==> config.mk <==
export PLATFORM = sky130hd
export DESIGN_NAME = imem_loader
export DESIGN_NICKNAME = d
export VERILOG_FILES = /design/src/rtl/imem_loader.sv
export SDC_FILE = /design/constraint.sdc
export NUM_CORES = 1
export LEC_CHECK = 0
export ABC_AREA = 1
export CORE_ASPECT_RATIO = 0.6
export CORE_MARGIN = 4
export CORE_UTILIZATION = 53
export DETAILED_ROUTE_END_ITERATION = 10
export MAX_ROUTING_LAYER = met4
export PLACE_DENSITY = 0.73
export SYNTH_ARGS = -nofsm -noshare
export SYNTH_HDL_FRONTEND = slang
export SYNTH_SLANG_ARGS = --single-unit
==> constraint.sdc <==
create_clock -name i_clk -period 3.9 [get_ports i_clk]
set_input_delay 0.78 -clock i_clk [delete_from_list [all_inputs] [get_ports i_clk]]
set_output_delay 0.78 -clock i_clk [all_outputs]
set_load 0.03 [all_outputs]
==> src/rtl/imem_loader.sv <==
// imem_loader: receives a framed byte stream, writes 16-bit words to instruction
// memory and holds the CPU in reset until a checksum-verified image is loaded.
// Optional inter-byte timeout enabled by defining LOADER_TIMEOUT_EN.
module imem_loader #(
   parameter int ADDR_W         = 10,
   parameter int TIMEOUT_CYCLES = 1024
) (
   input  logic              i_clk,
   input  logic              i_reset,
   input  logic              i_start,
   input  logic [7:0]        i_rx_data,
   input  logic              i_rx_valid,
   output logic              o_rx_ready,
   output logic              o_imem_we,
   output logic [ADDR_W-1:0] o_imem_addr,
   output logic [15:0]       o_imem_wdata,
   output logic              o_cpu_reset,
   output logic              o_busy,
   output logic              o_done,
   output logic              o_error
);

   typedef enum logic [2:0] {
      S_IDLE, S_LEN_HI, S_LEN_LO, S_DATA_HI, S_DATA_LO, S_CHECK, S_DONE, S_ERROR
   } state_t;

   localparam logic [31:0] MAX_WORDS = 32'd1 << ADDR_W;

   state_t            r_state, w_state_nxt;
   logic [7:0]        r_len_hi;
   logic [15:0]       r_len;
   logic [7:0]        r_hi;
   logic [7:0]        r_sum;
   logic [ADDR_W:0]   r_cnt;
   logic              r_we;
   logic [ADDR_W-1:0] r_addr;
   logic [15:0]       r_wdata;

   logic              w_accept;
   logic              w_clear;
   logic              w_timeout;
   logic [15:0]       w_len_in;
   logic [ADDR_W:0]   w_cnt_nxt;

   assign o_rx_ready = (r_state == S_LEN_HI) || (r_state == S_LEN_LO) ||
                       (r_state == S_DATA_HI) || (r_state == S_DATA_LO) ||
                       (r_state == S_CHECK);
   assign o_busy     = (r_state != S_IDLE) && (r_state != S_DONE) && (r_state != S_ERROR);
   assign o_done     = (r_state == S_DONE);
   assign o_error    = (r_state == S_ERROR);
   assign o_cpu_reset = (r_state != S_DONE);

   assign o_imem_we    = r_we;
   assign o_imem_addr  = r_addr;
   assign o_imem_wdata = r_wdata;

   assign w_accept  = i_rx_valid && o_rx_ready;
   assign w_len_in  = {r_len_hi, i_rx_data};
   // counter is one bit wider than the address so N = 2^ADDR_W terminates cleanly
   assign w_cnt_nxt = r_cnt + (ADDR_W+1)'(1);

`ifdef LOADER_TIMEOUT_EN
   localparam int TMO_W = $clog2(TIMEOUT_CYCLES + 1);
   logic [TMO_W-1:0] r_tmo;

   assign w_timeout = o_busy && !w_accept && (r_tmo == TMO_W'(TIMEOUT_CYCLES - 1));

   always_ff @(posedge i_clk or posedge i_reset) begin
      if (i_reset)
         r_tmo <= '0;
      else if (w_clear || w_accept || !o_busy)
         r_tmo <= '0;
      else
         r_tmo <= r_tmo + TMO_W'(1);
   end
`else
   logic w_unused_tmo;
   assign w_timeout    = 1'b0;
   assign w_unused_tmo = |32'(TIMEOUT_CYCLES);
`endif

   always_ff @(posedge i_clk or posedge i_reset) begin
      if (i_reset)
         r_state <= S_IDLE;
      else
         r_state <= w_state_nxt;
   end

   always_comb begin
      w_state_nxt = r_state;
      w_clear     = 1'b0;
      case (r_state)
         S_IDLE, S_DONE, S_ERROR: begin
            if (i_start) begin
               w_state_nxt = S_LEN_HI;
               w_clear     = 1'b1;
            end
         end
         S_LEN_HI: if (w_accept) w_state_nxt = S_LEN_LO;
         S_LEN_LO: begin
            if (w_accept) begin
               if (w_len_in == 16'd0)
                  w_state_nxt = S_CHECK;
               else if (32'(w_len_in) > MAX_WORDS)
                  w_state_nxt = S_ERROR;
               else
                  w_state_nxt = S_DATA_HI;
            end
         end
         S_DATA_HI: if (w_accept) w_state_nxt = S_DATA_LO;
         S_DATA_LO: begin
            if (w_accept)
               w_state_nxt = (32'(w_cnt_nxt) == 32'(r_len)) ? S_CHECK : S_DATA_HI;
         end
         S_CHECK: begin
            if (w_accept)
               w_state_nxt = (i_rx_data == r_sum) ? S_DONE : S_ERROR;
         end
         default: w_state_nxt = S_IDLE;
      endcase
      if (w_timeout)
         w_state_nxt = S_ERROR;
   end

   always_ff @(posedge i_clk or posedge i_reset) begin
      if (i_reset) begin
         r_len_hi <= '0;
         r_len    <= '0;
         r_hi     <= '0;
         r_sum    <= '0;
         r_cnt    <= '0;
         r_we     <= 1'b0;
         r_addr   <= '0;
         r_wdata  <= '0;
      end else begin
         r_we <= 1'b0;
         if (w_clear) begin
            r_sum <= '0;
            r_cnt <= '0;
         end else if (w_accept) begin
            // the CHK byte also lands in r_sum, harmless since the frame ends there
            r_sum <= r_sum + i_rx_data;
            case (r_state)
               S_LEN_HI:  r_len_hi <= i_rx_data;
               S_LEN_LO:  r_len    <= w_len_in;
               S_DATA_HI: r_hi     <= i_rx_data;
               S_DATA_LO: begin
                  r_we    <= 1'b1;
                  r_addr  <= r_cnt[ADDR_W-1:0];
                  r_wdata <= {r_hi, i_rx_data};
                  r_cnt   <= w_cnt_nxt;
               end
               default: ;
            endcase
         end
      end
   end

endmodule

==> key figures, run 1 <==
Status
  • Run status: completed

Yosys
  • Post-synth EDFFs: 0
  • Distinct cells, synth: 34
  • Synth cell count leaders: nand2_1, dfrtp_1, inv_1
  • Synth Area per Inst: 8.22 sq um
  • Synth top area share: 0.510
  • Sequential fraction of the synthesis area: 0.510
  • Syn. warnings: 0
  • Cells after synthesis: 483
  • Top cells by area, synth: dfrtp_1, nand2_1, o21ai_1
  • Post-synth top area cell: dfrtp_1
  • Ys flop type: dfrtp_1
  • Synth Cell Area: 0.00397 sq mm
  • Syn Nets: 505
  • Count leader, synth: nand2_1
  • Yosys reg bits: 81
  • Asr flop ratio synth: 1.00

Drt
  • Vias/cell: 5.25
  • Drt first pass iters: 5
  • Avg WL per Cell: 14.3 um
  • Detailed Route Iter0 Violations: 263
  • DR DRC count: 0
  • Final wirelength: 9020 um
  • Antenna viol nets, final: 0
  • Via count: 3318

Global routing
  • First-pass GRT wire length: 14800 um
  • Largest net degree at the start of global routing: 53
  • Grt ovf: 0
  • Gr usage total: 0.220
  • Initial antenna violation count: 0
  • Number of global-route vias before repair: 3019

Layout
  • Fillers: 626
  • Final core utilization: 0.656
  • Sequential cell area: 0.00203 sq mm
  • Multi-input logic area: 0.00164 sq mm
  • Nets@finish: 546
  • Layout cells sized above 1: 0.0701
  • Area delta synth->final: 20.0%
  • Antenna Diode Count: 0

Timing
  • Post-route setup slack: 1.16 ns
  • Post-layout min period: 2.74 ns
  • Final Hold Vio Count: 0
  • F_max: 365 MHz
  • Final setup viols: 0
  • RSZ-0062 raised after global routing: no
  • Slew @ Worst Pin: 1.04 ns
  • Slew margin rel.: 0.305
  • Final Max Tran Viols: 0
  • Skew final: 0.00627 ns
  • Period utilisation layout: 0.703
  • Post-route setup TNS: 0 ns

Floorplanning
  • Initial Util: 0.547
  • Ports: 44
  • Cell row count: 24
  • DIE HEIGHT: 75.1 um
  • Die area: 0.00899 sq mm
  • Core box area: 0.00727 sq mm
  • Width of the chip: 120 um

Clocking
  • Clock transition at the registers of the reported paths: 0.06 ns
  • Clk_lat worst skew: 0.34 ns
  • Clock sinks: 81
  • Post-CTS setup buffer count: 0
  • Post_cts resized: 0
  • CTS tree: built
  • Htree depth: 3
  • Clock buffer count from CTS: 9
  • Post-CTS Hold Fix Bufs: 0
  • CTS max path bufs: 2
  • CTS Root Cell: clkbuf_16

Run
  • Max_cap viols: 0

Worst setup path
  • Crit-path max FO: 9
  • CP startpoint kind: flip-flop
  • Worst Setup End Kind: output port
  • CP arrival: 1.96 ns
  • Required time worst endpoint: 3.12 ns
  • Crit path kind: reg -> out

Place
  • Dpl hpwl: 6400 um
  • DP Worst Slack: 0.988 ns
  • Final GP Congestion: 0.846
  • Port Buffers: 43

Pwr
  • Maximum vdd drop: 384 uV
  • PD cells: 794 mW/mm^2
  • Leak: 2.28 nW

Min path
  • Worst hold path type: reg -> reg
## power by group
| group | switching [mW] | internal [mW] | leakage [nW] | total, mW |
|---|---|---|---|---|
| registers | 0.226 | 1.17 | 1.03 | 1.39 |
| logic | 0.918 | 0.611 | 1.10 | 1.53 |
| clock network | 0.347 | 0.515 | 0.146 | 0.862 |
| total | 1.49 | 2.29 | 2.28 | 3.78 |
## cells in the final DEF, fill, tap and decap left out, drive strengths merged, types with 2 or more instances in the layout
| cell | count |
|---|---|
| o22ai | 13 |
| nand2 | 145 |
| nor4 | 3 |
| o21ai | 56 |
| clkdlybuf4s50 | 43 |
| nor2 | 35 |
| dfrtp | 81 |
| buf | 2 |
| mux2 | 3 |
| nand4 | 5 |
| nor3 | 7 |
| clkbuf | 10 |
| clkinv | 2 |
| ha | 9 |
| nand3b | 3 |
| a21oi | 10 |
| inv | 59 |
| xor2 | 2 |
| a22oi | 2 |
| nand3 | 28 |
## stage by stage
step                hold slack [ns]  power (mW)  instances  instance area [sq um]
floorplan                     0.449        2.43        483                   3970
global placement              0.455        2.89        617                   4460
detailed placement            0.461        2.93        617                   4460
CTS                           0.476        3.80        632                   4770
global route                  0.488        4.06        632                   4770
finish                        0.470        3.78        632                   4770
## critical path: stages, from the launching register on
cell and delay, ns:
dfrtp_1 0.49, nor2_1 0.24, nand2_1 0.09, nand2_2 0.14, inv_1 0.07, clkdlybuf4s50_1 0.59
## final cells by class
class,count,share of cell area
repair buffers,45,0.0935
inverters,58,0.0465
well taps,104,0.0273
clock buffers,10,0.0501
clock inverters,5,0.0134
multi-input cells,329,0.344
flip-flops and latches,81,0.425
## registers in the layout (all words and copies together) (netlist names)
signal and flops:
o_imem_wdata 16, r_len 16, r_cnt 11, o_imem_addr 10
r_hi 8, r_len_hi 8, r_sum 8, r_state 3
o_imem_we 1
## per-layer routing
metal | vias up | global-route usage | share of wire
li1 | 1654 | - | -
met1 | 1543 | 0.315 | 0.50
met2 | 101 | 0.307 | 0.42
met3 | 20 | 0.0556 | 0.058
met4 | 0 | 0.0698 | 0.017
met5 | - | - | 0
## kinds of logic after synthesis
family | synth area share
AND/OR/NAND/NOR | 0.244
AO/OA/AOI/OAI | 0.114
flip-flops | 0.510
buffers and inverters | 0.0772
adder cells (fa/ha/maj) | 0.0334
multiplexers | 0.0139
XOR/XNOR | 0.00662
## path summary, 6_finish.rpt
check | startpoint | to | slack (ns) | cells after the start
max in group asynchronous | i_reset | o_imem_addr[6] | 2.28 | 3
setup reg to reg | r_state[1] | o_imem_addr[7] | 1.49 | 9
setup / recovery | r_state[1] | o_busy | 1.16 | 5
hold reg to reg | o_imem_wdata[15] | o_imem_wdata[15] | 0.47 | 2
min in group asynchronous | i_reset | r_len_hi[3] | 0.86 | 2
hold / removal | o_imem_wdata[15] | o_imem_wdata[15] | 0.47 | 2
Power figures use the tool's default switching activity.
==> inputs of run 2 (changes only) <==
--- a/config.mk
+++ b/config.mk
@@ -8,7 +8,7 @@
 export ABC_AREA = 1
 export CORE_ASPECT_RATIO = 0.6
 export CORE_MARGIN = 4
-export CORE_UTILIZATION = 53
+export CORE_UTILIZATION = 51
 export DETAILED_ROUTE_END_ITERATION = 10
 export MAX_ROUTING_LAYER = met4
 export PLACE_DENSITY = 0.73
==> constraint.sdc (replaced) <==
create_clock -name i_clk -period 2.3 [get_ports i_clk]
set_input_delay 0.46 -clock i_clk [delete_from_list [all_inputs] [get_ports i_clk]]
set_output_delay 0.46 -clock i_clk [all_outputs]
set_load 0.03 [all_outputs]
==> key figures, run 2 (same netlist as run 1, synthesis figures left out) <==
Layout
  • Most common cell after layout, fill and taps aside: nand2_1
  • Antenna Diode Count: 0
  • Layout cells sized above 1: 0.0976
  • Most frequent cells in the layout: nand2_1, dfrtp_1, inv_1
  • Post-route cell area: 0.00492 sq mm
  • Nets@finish: 560
  • Fillers: 623
  • Area delta synth->final: 23.7%

Clocking
  • Clock buffer count from CTS: 9
  • CTS Root Cell: clkbuf_16
  • Clock sinks: 81
  • Post-CTS setup buffer count: 0
  • CTS max path bufs: 2
  • Clock transition at the registers of the reported paths: 0.06 ns
  • CTS tree: built
  • Htree depth: 3
  • Clk_lat worst skew: 0.34 ns

Pwr
  • Maximum vdd drop: 757 uV
  • PD cells: 1340 mW/mm^2
  • Power consumption: 6.57 mW
  • Leak: 2.39 nW

Min path
  • Hold endpoint: o_imem_wdata[10]
  • Hold Crit Depth: 2
  • Worst hold path type: reg -> reg
  • Hold path startpoint: o_imem_wdata[10]

Global routing
  • Initial antenna violation count: 0
  • Largest net degree at the start of global routing: 82
  • Number of global-route vias before repair: 3269
  • Gr usage total: 0.226
  • Grt ovf: 0
  • First-pass GRT wire length: 16000 um

Timing
  • Slew @ Worst Pin: 0.838 ns
  • RSZ-0062 raised after global routing: no
  • Final setup viols: 0
  • Final Max Tran Viols: 0
  • Period utilisation layout: 0.907
  • F_max: 479 MHz
  • Final Hold Vio Count: 0
  • Skew final: 0.00566 ns
  • Slew margin rel.: 0.441
  • Post-route setup slack: 0.214 ns
  • Post-layout min period: 2.09 ns

Floorplanning
  • Die area: 0.00931 sq mm
  • Cell row count: 24
  • Core box area: 0.00742 sq mm
  • Initial Util: 0.536
  • Width of the chip: 122 um
  • Ports: 44
  • DIE HEIGHT: 76.4 um

Place
  • Port Buffers: 43
  • Dpl hpwl: 6640 um
  • Area after DPL: 0.00458 sq mm
  • DP Worst Slack: -0.0628 ns
  • Final GP Congestion: 0.845

Worst setup path
  • Worst r2r dst: r_state[1]
  • Required time worst endpoint: 1.84 ns
  • Crit-path max FO: 7
  • Worst r2r src: r_cnt[1]
  • CP startpoint kind: flip-flop
  • Worst Reg-to-Reg Cells: 14
  • FF-to-FF setup slack: 0.22 ns
  • CP arrival: 1.63 ns
  • Crit path kind: reg -> out
  • Worst Setup End Kind: output port

Drt
  • Vias/cell: 5.28
  • Avg WL per Cell: 14.6 um
  • Detailed Route Iter0 Violations: 365
  • Drt first pass iters: 5
  • Final wirelength: 9440 um
  • DR DRC count: 0
  • Antenna viol nets, final: 0
  • Via count: 3414

Status
  • Run status: completed

Run
  • Max_cap viols: 0
[run 2: changes by cell type in the layout (fill, tap and decap cells not counted), sizes merged]
cell,before,now
clkinvlp,1,2
buf,2,16
bufinv,1,2
dlymetal6s2s,0,3
clkdlybuf4s50,43,38
inv,59,58
dlygate4sd2,0,2
[run 2: what timing repair did]
action	4_1_cts	5_1_grt
cloned	0	0
endpoints found under the setup margin	5	4
gates resized for setup	4	4
hold buffers	0	0
[run 2: worst max path at each step]
stage,from,cells past startpoint,to
2_1_floorplan,r_state[1],4,o_cpu_reset
3_3_place_gp,i_rx_data[0],10,r_sum[6]
3_5_place_dp,i_rx_data[0],10,r_sum[6]
4_1_cts,r_state[2],3,o_done
5_1_grt,r_state[2],9,o_imem_wdata[4]
6_report,r_state[0],5,o_rx_ready
[run 2: power breakdown]
group          switching, mW  internal [mW]
logic                   1.58           1.07
registers              0.400           1.98
clock network          0.573          0.954
total                   2.56           4.01
[run 2: worst max-delay path, stage by stage, from the launching register on]
cell           delay [ns]
dfrtp_1              0.50
inv_2                0.13
nand2_1              0.11
nand2_2              0.10
inv_1                0.06
dlygate4sd2_1        0.39
[run 2: through the flow]
| step | hold slack, ns | setup TNS [ns] | util | std cells |
|---|---|---|---|---|
| floorplan | 0.449 | 0 | - | 483 |
| detailed placement | 0.461 | -0.0628 | 0.618 | 631 |
| CTS | 0.475 | 0 | 0.661 | 647 |
| global placement | 0.453 | -0.00934 | 0.618 | 631 |
| global route | 0.512 | 0 | 0.663 | 647 |
| finish | 0.472 | 0 | 0.663 | 647 |
[run 2: cell type report]
cell class,instances,area [sq um],area share
Clock buffer,10,229,0.0466
Clock inverter,6,90.1,0.0183
Inverter,58,224,0.0456
Multi-Input combinational cell,329,1650,0.335
Sequential cell,81,2030,0.413
Tap cell,104,130,0.0265
Timing Repair Buffer,59,568,0.116
[run 2: metal layers]
layer	up-vias	part of all wire	GRT usage
li1	1676	-	-
met1	1605	0.47	0.319
met4	0	0.018	0.0783
met2	119	0.45	0.313
met5	-	0	-
met3	14	0.066	0.0638
==> variant 1 (flow settings as in run 2) <==
Register the output `o_error`, cleared by the reset; this adds one clock of latency there. The other outputs are not delayed to match.
--- a/src/rtl/imem_loader.sv
+++ b/src/rtl/imem_loader.sv
@@ -49,3 +49,9 @@
    assign o_done     = (r_state == S_DONE);
-   assign o_error    = (r_state == S_ERROR);
+   always_ff @(posedge i_clk or posedge i_reset) begin
+      if (i_reset) begin
+         o_error <= '0;
+      end else begin
+         o_error <= (r_state == S_ERROR);
+      end
+   end
    assign o_cpu_reset = (r_state != S_DONE);
Function: changed (Yosys sat finds a counterexample within 4 cycles, from zero or initial values and one cycle with i_reset high).
==> variant 1 against run 2 <==
Global-route usage is 1.1 points higher; via count is 1.6% higher; synthesized cell count is 0.21% higher; setup slack worse by 0.10 ns; clock skew is 0.00072 ns lower; routed wire length is 3.8% higher; sequential cell count is 1 higher; synthesized area is 0.72% lower; worst hold slack better by 0.0032 ns; non-clock buffer count is 3 higher; total power is 0.49% higher; cell area is 0.69% higher; highest routed layer unchanged.
==> variant 1: results (changes against run 2) <==
[place]
dp_hpwl_um = 7330  ; +10%
io_buffers = 43  ; unchanged
dpl.cell_count = 638  ; +1.1%
globalplace.congestion = 0.936  ; +11%
pre_cts_slack_ns = -0.278  ; -0.215 ns

[power_and_ir_drop]
p_leak_nw = 2.38  ; -0.53%
ir_worst_vdd_mv = 0.691  ; -8.8%

[global_route]
grt_max_degree = 38  ; -54%
track_usage = 0.237  ; +0.0109
grt_pass1_wl_um = 16700  ; +3.9%
grt_pass1_vias = 3341  ; +2.2%
antenna_found_initial = 0  ; unchanged

[yosys]
ys_warn_count = 0  ; unchanged
netlist_top_cells_count = nand2_1, dfrtp_1, o21ai_0
synth_cell_types = 31  ; -8.8%
synth_seq_area_share = 0.520  ; +0.0101
ys_async_sr_fraction = 1.00  ; unchanged
syn_nets = 505  ; unchanged
synth_area_leaders = dfrtp_1, nand2_1, o21ai_0
syn_area_per_cell_um2 = 8.15  ; -0.93%

[finish]
final_cells = 653  ; +0.93%
nets = 566  ; +1.1%
fillCellCount = 616  ; -1.1%
antenna_cells = 0  ; unchanged
drive_gt1_frac = 0.0984  ; +0.000755

[timing]
whs_ns = 0.475  ; +0.00320 ns
slew_headroom = 0.626  ; +0.185
timing.final.crit_period_ns = 2.19  ; +0.101 ns
clock_skew_ns = 0.00494  ; -0.000724 ns

[clock_tree]
cts_buffer_depth = 2  ; unchanged
clk_pin_slew_ns = 0.06  ; about the same
clock-root-buffer = clkbuf_16
cts_buffers = 9  ; unchanged
clk_latency_ns = 0.34  ; about the same
post_cts_buffers = 0  ; unchanged
htree_levels = 3  ; unchanged

[worst_setup_path]
crit_path_top_delay_cell = clkdlybuf4s50_1
cp_max_fo = 3  ; -4
cp.arrival_ns = 2.41  ; +0.78 ns
critPathLaunch = i_rx_data[0]
reg2reg_from = r_cnt[1]
max_stage_delay_ns = 0.50  ; about the same
crit_family = buffers and inverters
reg2reg_slack_ns = 0.27  ; +0.05 ns

[routing]
wire_per_inst_um = 15.0  ; +2.8%
vias = 3470  ; +1.6%
drt_iter0_markers = 330  ; -9.6%
drt_first_pass_iters = 5  ; unchanged

[outcome]
status = complete, no violations

[min_path]
min_path_type = register to register
hold_path_startpoint = r_hi[4]

==> variant 1: changes by cell type in the layout (fill, tap and decap cells not counted), moves of 3 or more <==
cell,run 2,this run
buf_4,15,18
ha_1,9,6
mux2_2,0,4
mux2_4,3,0
nand2_1,140,146
nand3_1,28,32
o21ai_0,10,61
o21ai_1,46,1
o22ai_1,13,6
==> variant 1: logic make-up (layout without fill, tap and decap cells) <==
logic type	count (synthesis)	in the layout	synth area share
AND/OR/NAND/NOR	236	236	0.254
flip-flops	82	82	0.520
adder cells (fa/ha/maj)	9	9	0.0305
AO/OA/AOI/OAI	82	82	0.110
buffers and inverters	69	134	0.0688
XOR/XNOR	2	2	0.00444
multiplexers	4	4	0.0114
==> variant 1: repair_timing <==
item	in CTS	in global routing
endpoints found under the setup margin	3	4
pin swaps	0	2
gates resized for setup	3	8
==> variant 1: routing by layer <==
layer | GRT usage | wire length [um] | share of wire | vias up
met5 | - | 0 | 0 | -
met4 | 0.0660 | 111 | 0.011 | 0
met3 | 0.0608 | 693 | 0.071 | 9
met2 | 0.333 | 4240 | 0.43 | 130
met1 | 0.341 | 4750 | 0.49 | 1639
li1 | - | - | - | 1692
==> variant 1: worst paths after layout <==
check	to	cells past startpoint
max	r_sum[6]	12
max in group asynchronous	o_imem_wdata[13]	3
min reg2reg	o_imem_wdata[12]	2
max reg2reg	r_state[1]	14
min	o_imem_wdata[12]	2
min in group asynchronous	r_len_hi[1]	2
==> variant 1: report_power, final <==
group          internal [mW]  switching (mW)  total, mW
clock                   1.05           0.567       1.62
sequential              2.00           0.357       2.35
combinational           1.01            1.62       2.63
==> variant 1: layout make-up <==
| class | count | area (um^2) | share of cell area |
|---|---|---|---|
| inverters | 57 | 218 | 0.0440 |
| repair buffers | 62 | 584 | 0.118 |
| clock buffers | 10 | 229 | 0.0463 |
| well taps | 104 | 130 | 0.0263 |
| clock inverters | 5 | 104 | 0.0210 |
| multi-input cells | 333 | 1630 | 0.330 |
| flip-flops and latches | 82 | 2050 | 0.415 |
==> variant 1: worst min-delay path, stage by stage, from the launching register on <==
cell and delay (ns):
dfrtp_1 0.34, nand2_1 0.06, nand2_1 0.05
==> variant 1: per-stage QoR <==
step	area [um^2]	utilization
after floorplan	3950	-
after global placement	4610	0.623
after detailed placement	4610	0.623
after CTS	4930	0.668
after global routing	4950	0.670
final	4950	0.670
==> variant 2 (flow settings as in run 2) <==
Made on the original files. The option `LOADER_TIMEOUT_EN` is turned on by a define.
--- a/src/rtl/imem_loader.sv
+++ b/src/rtl/imem_loader.sv
@@ -3,2 +3,4 @@
 // Optional inter-byte timeout enabled by defining LOADER_TIMEOUT_EN.
+`define LOADER_TIMEOUT_EN
+
 module imem_loader #(
Behaviour: no difference found for any inputs over 4 cycles, from zero or initial values and one cycle with i_reset high; that may be too few to reach the edited logic, so the function may still have changed.
==> variant 2 against run 2 <==
Synthesized cell count grew 14%; sequential cell count increased by 11; synthesized area rose by 14%; routed wire length increased by 17%; cell area rose by 11%; fmax down 6.7%; total power rose by 3.9%; setup slack worse by 0.15 ns.
==> variant 2: results (changes against run 2) <==
[routing]
viasPerCell = 5.33  ; +1.0%
wire_per_inst_um = 15.3  ; +4.9%
drt_iter0_markers = 322  ; -12%

[finish]
nets = 630  ; +13%
drive_gt1_frac = 0.0915  ; -0.00610
fillCellCount = 735  ; +18%

[global_route]
grt_pass1_wl_um = 18600  ; +16%
track_usage = 0.238  ; +0.0117
grt_max_degree = 51  ; -38%

[timing]
clock_skew_ns = 0.00500  ; -0.000662 ns
slew_headroom = 0.678  ; +0.237

[outcome]
status = complete, no violations

[yosys]
synth_xor_area_frac = 0.0136  ; +0.00697
synth_seq_area_share = 0.510  ; about the same
synth_cell_types = 38  ; +12%
synth-compound-area-share = 0.107  ; -0.00735
muxShareOfSynthArea = 0.00998  ; -0.00388
synth_area_leaders = dfrtp_1, nand2_1, inv_1
netlist_top_cells_count = nand2_1, dfrtp_1, inv_1

[place]
dp_hpwl_um = 8210  ; +24%
globalplace.congestion = 0.928  ; +9.8%
pre_cts_slack_ns = -0.0621  ; +0.000668 ns
place_area_um2 = 5170  ; +13%

[min_path]
min_path_type = input port to async pin

[power_and_ir_drop]
p_leak_nw = 2.67  ; +12%

[worst_setup_path]
crit_path_top_delay_cell = clkdlybuf4s50_1
max_stage_delay_ns = 0.68  ; +0.18 ns
cp.arrival_ns = 1.78  ; +0.15 ns

-- variant 2: worst max-delay path: cells and delay by family (launching register included) --
| family | cells | cell delay [ns] |
|---|---|---|
| simple gates | 2 | 0.27 |
| flops | 1 | 0.48 |
| buf+inv | 1 | 0.68 |
-- variant 2: metrics by stage --
step,setup TNS (ns),instances,utilization
global placement,-0.0280,708,0.605
finish,0,724,0.641
detailed placement,-0.149,708,0.605
floorplan,0,550,-
CTS,0,724,0.639
global route,0,724,0.641
-- variant 2: power by group --
group	total [mW]	leakage, nW	internal [mW]	switching (mW)
registers	2.58	1.20	2.19	0.394
logic	2.75	1.33	1.08	1.68
clock network	1.49	0.140	0.875	0.613
-- variant 2: worst paths after layout --
kind,endpoint,depth (start not counted),slack [ns],from
min reg2reg,o_imem_wdata[12],2,0.47,o_imem_wdata[12]
min in group i_clk,o_imem_wdata[12],2,0.47,o_imem_wdata[12]
max in group asynchronous,r_tmo[0],3,1.28,i_reset
max,o_error,3,0.06,r_state[2]
min,r_hi[4],2,0.46,i_reset
max reg2reg,r_state[1],14,0.25,r_cnt[0]
-- variant 2: layer usage --
| layer | vias to the layer above | GRT usage | wire length [um] |
|---|---|---|---|
| li1 | 1880 | - | - |
| met1 | 1834 | 0.333 | 5340 |
| met2 | 131 | 0.338 | 4730 |
| met3 | 14 | 0.0729 | 867 |
| met4 | 0 | 0.0612 | 143 |
| met5 | - | - | 0 |
-- variant 2: area by class of cell --
cell class              count  area [um^2]  area share
clock inverters             3         46.3     0.00845
well taps                 112          140      0.0256
inverters                  70          269      0.0491
multi-input cells         374         1870       0.341
repair buffers             60          602       0.110
flip-flops and latches     92         2300       0.420
clock buffers              13          250      0.0457
-- variant 2: timing repair --
item,in CTS,in global routing
setup endpoints to repair,1,5
gates resized for setup,1,4
pin swaps,0,0
